`src/rtl/stream_mux_nxw_pkg.sv`:
```
// Shared constants and types for the N-input stream multiplexer.
// Arbitration modes, FSM encoding and a modular increment helper.
package stream_mux_pkg;

   localparam int MODE_RR    = 0;
   localparam int MODE_FIXED = 1;

   typedef enum logic {
      ST_IDLE   = 1'b0,
      ST_LOCKED = 1'b1
   } state_t;

   function automatic int wrap_inc(int v, int n);
      return (v + 1 >= n) ? 0 : v + 1;
   endfunction

endpackage

```
`src/rtl/stream_mux_nxw_if.sv`:
```
// Handshake bundle between the producers, the mux and the consumer.
// The mux uses the slave view; the traffic source uses master.
interface stream_mux_nxw_if #(
   parameter int N  = 4,
   parameter int W  = 8,
   parameter int SW = $clog2(N)
);

   logic [N*W-1:0] in_data;
   logic [N-1:0]   in_valid;
   logic [N-1:0]   in_last;
   logic [N-1:0]   in_ready;
   logic [W-1:0]   out_data;
   logic           out_valid;
   logic           out_last;
   logic [SW-1:0]  out_sel;
   logic           out_ready;
   logic           busy;

   modport master (
      output in_data, in_valid, in_last, out_ready,
      input  in_ready, out_data, out_valid, out_last,
      input  out_sel, busy
   );

   modport slave (
      input  in_data, in_valid, in_last, out_ready,
      output in_ready, out_data, out_valid, out_last,
      output out_sel, busy
   );

endinterface

```
`src/rtl/stream_mux_nxw_arb.sv`:
```
// Combinational arbiter: rotating search from ptr, or fixed
// priority from channel 0. Grant is one-hot or all zero.
module rr_arbiter
   import stream_mux_pkg::*;
#(
   parameter int N    = 4,
   parameter int MODE = MODE_RR,
   parameter int SW   = $clog2(N)
) (
   input  logic [N-1:0]  req,
   input  logic [SW-1:0] ptr,
   output logic [N-1:0]  grant
);

   int   base;
   int   idx;
   logic found;

   always_comb begin
      grant = '0;
      found = 1'b0;
      idx   = 0;
      base  = (MODE == MODE_FIXED) ? 0 : int'(ptr);
      for (int i = 0; i < N; i++) begin
         idx = base + i;
         if (idx >= N) idx = idx - N;
         if (!found && req[SW'(idx)]) begin
            grant[SW'(idx)] = 1'b1;
            found           = 1'b1;
         end
      end
   end

endmodule

```
`src/rtl/stream_mux_nxw.sv`:
```
// Registered N:1 stream mux with per-packet grant lock and
// round-robin or fixed-priority arbitration.
module stream_mux_nxw
   import stream_mux_pkg::*;
#(
   parameter int N    = 4,
   parameter int W    = 8,
   parameter int MODE = MODE_RR
) (
   input  logic            clk,
   input  logic            rst,
   stream_mux_nxw_if.slave bus
);

   localparam int SW = $clog2(N);

   state_t        state_q, state_d;
   logic [SW-1:0] lock_q, lock_d;
   logic [SW-1:0] ptr_q, ptr_d;
   logic [N-1:0]  req, grant;
   logic [SW-1:0] gidx;
   logic [W-1:0]  sel_data;
   logic          sel_last;
   logic          load_en;
   logic          xfer;

   assign load_en = ~bus.out_valid | bus.out_ready;

   // While locked, only the owning channel may compete.
   always_comb begin
      req = bus.in_valid;
      if (state_q == ST_LOCKED)
         req = bus.in_valid & (N'(1) << lock_q);
   end

   rr_arbiter #(
      .N    (N),
      .MODE (MODE),
      .SW   (SW)
   ) u_arb (
      .req   (req),
      .ptr   (ptr_q),
      .grant (grant)
   );

   assign bus.in_ready = rst ? '0 : (grant & {N{load_en}});
   assign xfer = |(bus.in_valid & bus.in_ready);

   always_comb begin
      gidx = '0;
      for (int i = 0; i < N; i++)
         if (grant[i]) gidx = SW'(i);
   end

   assign sel_data = bus.in_data[gidx*W +: W];
   assign sel_last = bus.in_last[gidx];

   always_comb begin
      state_d = state_q;
      lock_d  = lock_q;
      ptr_d   = ptr_q;
      if (xfer) begin
         if (sel_last) begin
            state_d = ST_IDLE;
            ptr_d   = SW'(wrap_inc(int'(gidx), N));
         end else begin
            state_d = ST_LOCKED;
            lock_d  = gidx;
         end
      end
   end

   always_ff @(posedge clk or posedge rst) begin
      if (rst) begin
         state_q <= ST_IDLE;
         lock_q  <= '0;
         ptr_q   <= '0;
      end else begin
         state_q <= state_d;
         lock_q  <= lock_d;
         ptr_q   <= ptr_d;
      end
   end

   always_ff @(posedge clk or posedge rst) begin
      if (rst) begin
         bus.out_valid <= 1'b0;
         bus.out_data  <= '0;
         bus.out_last  <= 1'b0;
         bus.out_sel   <= '0;
      end else if (load_en) begin
         bus.out_valid <= xfer;
         if (xfer) begin
            bus.out_data <= sel_data;
            bus.out_last <= sel_last;
            bus.out_sel  <= gidx;
         end
      end
   end

   assign bus.busy = (state_q == ST_LOCKED);

endmodule

```
`src/flat_wrapper.sv`:
```
// flat-port wrapper written by rule: the top's interface ports become plain ports
module stream_mux_nxw_flat import stream_mux_pkg::*;
#(
   parameter int N    = 4,
   parameter int W    = 8,
   parameter int MODE = MODE_RR
)
  (clk, rst, bus_in_data, bus_in_valid, bus_in_last, bus_out_ready, bus_in_ready, bus_out_data, bus_out_valid, bus_out_last, bus_out_sel, bus_busy);
  stream_mux_nxw_if #(.N(N), .W(W)) bus_i ();
  input  logic clk;
  input  logic rst;
  input wire logic [$bits(bus_i.in_data)-1:0] bus_in_data;
  input wire logic [$bits(bus_i.in_valid)-1:0] bus_in_valid;
  input wire logic [$bits(bus_i.in_last)-1:0] bus_in_last;
  input wire logic [$bits(bus_i.out_ready)-1:0] bus_out_ready;
  output wire logic [$bits(bus_i.in_ready)-1:0] bus_in_ready;
  output wire logic [$bits(bus_i.out_data)-1:0] bus_out_data;
  output wire logic [$bits(bus_i.out_valid)-1:0] bus_out_valid;
  output wire logic [$bits(bus_i.out_last)-1:0] bus_out_last;
  output wire logic [$bits(bus_i.out_sel)-1:0] bus_out_sel;
  output wire logic [$bits(bus_i.busy)-1:0] bus_busy;
  assign bus_i.in_data = bus_in_data;
  assign bus_i.in_valid = bus_in_valid;
  assign bus_i.in_last = bus_in_last;
  assign bus_i.out_ready = bus_out_ready;
  assign bus_in_ready = bus_i.in_ready;
  assign bus_out_data = bus_i.out_data;
  assign bus_out_valid = bus_i.out_valid;
  assign bus_out_last = bus_i.out_last;
  assign bus_out_sel = bus_i.out_sel;
  assign bus_busy = bus_i.busy;
  stream_mux_nxw #(.N(N), .W(W), .MODE(MODE)) u_core (.clk(clk), .rst(rst), .bus(bus_i));
endmodule
```
`config.mk`:
```
export PLATFORM = sky130hd
export DESIGN_NAME = stream_mux_nxw_flat
export DESIGN_NICKNAME = d
export VERILOG_FILES = /design/src/rtl/stream_mux_nxw_pkg.sv /design/src/rtl/stream_mux_nxw_if.sv /design/src/rtl/stream_mux_nxw_arb.sv /design/src/rtl/stream_mux_nxw.sv /design/src/flat_wrapper.sv
export SDC_FILE = /design/constraint.sdc
export NUM_CORES = 1
export LEC_CHECK = 0
export ABC_AREA = 0
export BUFFER_PORTS_ARGS = -buffer_cell sky130_fd_sc_hd__buf_2
export CAP_MARGIN = 25
export CORE_UTILIZATION = 44
export DETAILED_ROUTE_END_ITERATION = 16
export GPL_TIMING_DRIVEN = 0
export HOLD_SLACK_MARGIN = 0.1
export PLACE_DENSITY = 0.74
export SLEW_MARGIN = 20
export SYNTH_ARGS = -nofsm -noshare
export SYNTH_HDL_FRONTEND = slang
export SYNTH_SLANG_ARGS = --single-unit
```
`constraint.sdc`:
```
create_clock -name clk -period 4.97 [get_ports clk]
set_clock_uncertainty 0.15 [all_clocks]
set_input_delay 0.2485 -clock clk [delete_from_list [all_inputs] [get_ports clk]]
set_output_delay 0.2485 -clock clk [all_outputs]
set_load 0.01 [all_outputs]
```
## After elaboration in Yosys (flattened, before gate mapping)

Index checks and enable logic that the tools add are counted.

- Add/sub/neg operators: 8
- Order comparisons: 14
- Shift operators: 2
- Multiplexer cells: 40
- Bitwise operators: 9
- Reduce and logical (&&, ||, !) cells: 14

Operator list:

| kind | count |
|---|---|
| $shiftx A32 B6 Y8 | 1 |
| $mux W4 | 6 |
| $mux W1 | 18 |
| $lt A2 B4 Y1 const B | 4 |
| $mux W2 | 7 |
| $and A4 B4 Y4 | 3 |
| $ge A3 B3 Y1 const B | 4 |
| $or A4 B4 Y4 | 3 |
| $bmux W1 S2 | 5 |
| $demux W1 S2 | 4 |
| $ge A2 B1 Y1 const B | 4 |
| $sub A2 B1 Y2 const B | 4 |
| $logic_and A1 B1 Y1 | 7 |
| $add A2 B1 Y3 const B | 2 |
| $add A2 B2 Y3 const B | 2 |
| $reduce_and A2 Y1 | 3 |
| $reduce_or A4 Y1 | 1 |
| $shl A1 B2 Y4 const A | 1 |
| $ge A2 B3 Y1 const B | 1 |
| $logic_not A1 Y1 | 3 |
| $lt A2 B3 Y1 const B | 1 |
| $not A1 Y1 | 2 |
| $or A1 B1 Y1 | 1 |

- Register bits after elaboration: 17
- Word-level logic and storage cells: 94

## Longest topological paths before layout

- Word-level depth: 23
- Mapped depth: 14

## By module

From an unflattened synthesis, not the netlist that was laid out.

- Cell total of the unflattened synthesis: 156
- Area total of the unflattened synthesis: 1441.4 µm²

By module, submodules not included:

| module | instances | cells each | area each (µm²) | seq. area each (µm²) |
|---|---|---|---|---|
| stream_mux_nxw | 1 | 115 | 1037.2 | 425.4 |
| rr_arbiter | 1 | 41 | 404.1 | 0.0 |

## Worst setup path before layout

Ideal clock, no wire load.

- Path kind: reg-to-reg
- From: reg u_core.ptr_q[0]
- To: reg u_core.state_q (netlist: u_core.bus.busy)
- Library setup time: 0.134 ns
- Arrival: 2.791 ns
- Data required time: 4.686 ns
- Slack: 1.896 ns
- Stages on the path, launching flop included: 13
- Path buffers: 3
- Period minus slack after synthesis: 3.074 ns
- Cells stage by stage: dfrtp_1 clkbuf_1 inv_1 ha_1 o2111ai_1 a21boi_0 nor4b_2 a221oi_4 nor2_1 a222oi_1 buf_4 buf_4 a21oi_1

- Elaborated cells between the ends (all ways): 73
- Classes of those cells: 7 x add/sub; 12 x order compare; 38 x mux; 5 x bitwise; 11 x reduce/logical

RTL lines:

| element | line | source |
|---|---|---|
| start: declaration | stream_mux_nxw.sv:19 | `logic [SW-1:0] ptr_q, ptr_d;` |
| start signal: assignment | stream_mux_nxw.sv:81 | `ptr_q <= ptr_d;` |
| branches (longest 14 deep; another with $lt A2 B4 Y1) | -- |  |
| $mux W4 (*) | stream_mux_nxw_arb.sv:27 | `if (!found && req[SW'(idx)]) begin` |
| $and A4 B4 Y4 (*) | stream_mux_nxw.sv:46 | `assign bus.in_ready = rst ? '0 : (grant & {N{load_en}});` |
| $mux W4 (*) | stream_mux_nxw.sv:46 |  |
| via bus_in_ready[1] | flat_wrapper.sv:16 | `output wire logic [$bits(bus_i.in_ready)-1:0] bus_in_ready;` |
| $and A4 B4 Y4 (*) | stream_mux_nxw.sv:47 | `assign xfer = \|(bus.in_valid & bus.in_ready);` |
| $reduce_or A4 Y1 (*) | stream_mux_nxw.sv:47 |  |
| end signal: assignment | stream_mux_nxw.sv:79 | `state_q <= state_d;` |
| end: declaration | stream_mux_nxw.sv:17 | `state_t state_q, state_d;` |

Mark *: on every way through the listed nets, which the timed path passes. The select of a mux whose other input is x is not followed.
A chain may end at the register's enable or synchronous reset.

## Worst setup path after layout

- From: reg u_core.ptr_q[0]
- To: out bus_in_ready[2]

- Longest elaborated chain between the ends: 17
- Elaborated cells between the ends (all ways): 65
- Classes of those cells: 7 x add/sub; 12 x order compare; 32 x mux; 4 x bitwise; 10 x reduce/logical

Ends and longest elaborated chain:

| element | line |
|---|---|
| branches (longest 14 deep; another with $lt A2 B4 Y1) | -- |
| $mux W4 (*) | stream_mux_nxw_arb.sv:27 |
| $and A4 B4 Y4 (*) | stream_mux_nxw.sv:46 |
| $mux W4 (*) | stream_mux_nxw.sv:46 |
| end: declaration | flat_wrapper.sv:16 |

Every way passes the cells marked *. The select of a mux whose other input is x is not followed.

==> run_results.csv <==
group,metric,value,unit
logic_synthesis,ys.flop_type,"dfrtp_1",
floorplan,rows,21,
drt,wl_met1,1790,um
placement,place.gp.congestion,0.863,
drt,wirelength,4000,um
cts,postCtsHoldBufs,10,
logic_synthesis,ys_seq_area_share,27.4,%
sta,setup_tns,0,ns
sta,finalHoldViolations,0,
placement,place_inst,288,
drt,wl_met3,153,um
cts,cts.sinks,17,
drt,drcViolationCount,0,
floorplan,io-pin-count,60,
status,status,"complete, no violations",
pwr,total_power,1.29,mW
logic_synthesis,synth_area,1550,um2
logic_synthesis,syn_inst,183,
placement,portBuffers,59,
drt,avgRoutedWirePerCell,13.2,um
floorplan,die_w,61.4,um
sta,maxSlewHeadroom,55.7,%
cells_and_area,synthToLayoutAreaGrowth,31.0,%
logic_synthesis,synth_common_cells,"mux2i_1 (19), dfrtp_1 (17), nand2_1 (17), nor2_1 (16), a21oi_1 (15)",
logic_synthesis,synth_nets,234,
global_route,grt_overflow_total,0,
setup_path,cp_max_fo,10,
sta,tightest_slew,0.664,ns
setup_path,path_buf_inv,4,
sta,fmax,271,MHz
logic_synthesis,ys_ff_latch,17,
setup_path,cp.required,4.57,ns
cts,cts_tree,"done",
sta,timing.final.max_slew_violations,0,
sta,fin_crit_sh,74.1,%
setup_path,crit_arrival,3.29,ns
logic_synthesis,synth_area_leader_cell,"dfrtp_1",
sta,holdWs,0.177,ns
pwr,p_leak,1.10,nW
cts,cts.clk_slew.worst_paths,0.10,ns
floorplan,design.core.area,3360,um2
cells_and_area,layout-drive-gt1-share,30.1,%
setup_path,crit_slowest_cell,"a211oi_2",
setup_path,cpLargestDelayFamily,"buffers and inverters",
setup_path,cp_cell_sequence,"clkbuf_1 -> inv_1 -> ha_1 -> mux4_2 -> nor2_1 -> a211oi_2 -> clkbuf_1 -> nor2_1 -> buf_2",
drt,top_layer_used,"met4",
logic_synthesis,synth-edff-count,0,
cts,root_buffer,"clkbuf_4",
logic_synthesis,synth_most_common_cell,"mux2i_1",
global_route,grt_usage,22.1,%
placement,placed_cell_area,1900,um2
floorplan,initial_core_util,46.1,%
logic_synthesis,async_reset_ff_share,100,%
floorplan,die_area,3760,um2
drt,drtIter0Drc,56,
cts,cts_max_path_buffers,2,
setup_path,crit_path_end_kind,"output pin",
logic_synthesis,yosys_warnings,0,
setup_path,critPathLaunchType,"register",
logic_synthesis,yosys.cell_types.count,44,
cells_and_area,insertedDiodeCount,0,
cts,ctsResizeCount,0,
global_route,grt_pass1_vias,1374,
cts,numCtsBuffers,3,
global_route,grt_pass1_wl,6160,um
setup_path,max_stage_delay,0.56,ns
setup_path,crit_type,"reg -> out",
cts,clk-insertion-delay-late,0.29,ns
cells_and_area,design_area,2030,um2
global_route,grt_max_degree,19,
logic_synthesis,synth_top_area_share,27.4,%
cells_and_area,fin_cells,302,
drt,ant_nets,0,
sta,rsz0062_at_grt,"false",
worst_hold_path,min_path_type,"in -> reg",
logic_synthesis,synthTopCellsByArea,"dfrtp_1 (27%), mux2i_1 (12%), ha_1 (6.5%)",
sta,final-setup-viol-count,0,
cells_and_area,finalNetCount,308,
logic_synthesis,avgSynthCellArea,8.47,um2
drt,drt-pass1-iter-count,4,
global_route,antenna_found_initial,0,
pwr,cellPowerDensity,633,nW/um2
floorplan,die_h,61.4,um
drt,vias,1592,
cts,cts_max_level,1,
sta,fin_crit,3.68,ns
drt,wl_met2,2010,um
placement,dpl.hpwl,3060,um
drt,vias_per_cell,5.27,
cts,cts_setup_buffers,0,
run,max_cap_viol_count,0,
pwr,ir_drop,0.336,mV
[registers in the layout, indices dropped and copies added, names as in the netlist]
register / flops
u_core.bus.out_last: 1
u_core.bus.busy: 1
u_core.ptr_q: 2
u_core.bus.out_sel: 2
u_core.bus.out_data: 8
u_core.lock_q: 2
u_core.bus.out_valid: 1
[area by class of cell]
class	count	area, um2
clock inverter	1	5.00
buffer	9	53.8
inverter	11	41.3
fill	337	1330
tap	46	57.6
clock buffer	3	22.5
timing repair buffer	69	395
multi-input combinational	146	1030
sequential	17	425
[cell usage in the layout, fill, tap and decap left out, types with 2 or more instances in the layout]
master / instances
buf_2: 60
mux2i_1: 19
nand2_1: 17
dfrtp_1: 17
nor2_1: 16
a21oi_1: 15
inv_1: 11
o21ai_1: 11
dlygate4sd3_1: 10
ha_1: 8
nand2b_1: 6
nand3_1: 5
clkbuf_1: 4
nand4_1: 4
o21ai_0: 3
and2_1: 3
buf_4: 3
a21o_1: 3
clkbuf_4: 3
a21boi_0: 2
mux4_2: 2
a211oi_1: 2
and3_1: 2
nor3_1: 2
o21a_1: 2
nor2b_1: 2
o211ai_1: 2
a211oi_2: 2
o22ai_1: 2
[cells by family after synthesis]
| family | synth area share (%) |
|---|---|
| mux | 15.9 |
| simple gates | 19.9 |
| flops | 27.4 |
| fa+ha+maj | 6.46 |
| compound gates | 24.1 |
| buf+inv | 6.13 |
[worst register-to-register path, stage by stage, from the launching register on]
cell and delay [ns]:
dfrtp_1 0.44, clkbuf_1 0.32, inv_1 0.24, ha_1 0.39
mux4_2 0.29, nor2_1 0.11, a211oi_2 0.56, o22ai_1 0.18
a222oi_1 0.27, buf_4 0.22, buf_4 0.20, nand2_1 0.07
o21ai_1 0.07
[layer usage]
layer  vias up  global-route usage (%)
met2        34                    37.0
met1       740                    29.8
met3         4                    3.78
li1        814                       -
met5         -                       0
met4         0                    5.71
[final timing paths]
kind	startpoint	to	slack [ns]	depth (start not counted)
max in group asynchronous	rst	u_core.ptr_q[1]$_DFFE_PP0P_	3.81	3
worst min-delay path	bus_in_last[0]	u_core.lock_q[0]$_DFFE_PP0P_	0.18	3
worst min register to register	u_core.bus.out_sel[1]$_DFFE_PP0P_	u_core.bus.out_sel[1]$_DFFE_PP0P_	0.33	1
worst max register to register	u_core.ptr_q[0]$_DFFE_PP0P_	u_core.bus.out_data[2]$_DFFE_PP0P_	1.40	12
min in group asynchronous	rst	u_core.bus.out_last$_DFFE_PP0P_	0.43	3
worst max-delay path	u_core.ptr_q[0]$_DFFE_PP0P_	bus_in_ready[2]	1.29	9
[per-stage QoR]
step                      util (%)  setup slack [ns]
final                         60.4              1.29
after floorplan                  -              1.90
after global placement        56.6              1.42
after CTS                     60.4              1.24
after global routing          60.4             0.987
after detailed placement      56.6              1.37
[power breakdown]
group	internal (mW)	switching, mW
clock network	0.0299	0.0436
registers	0.206	0.0525
logic	0.416	0.538
total	0.652	0.634
Note: power is estimated with default switching activity, not from simulation.
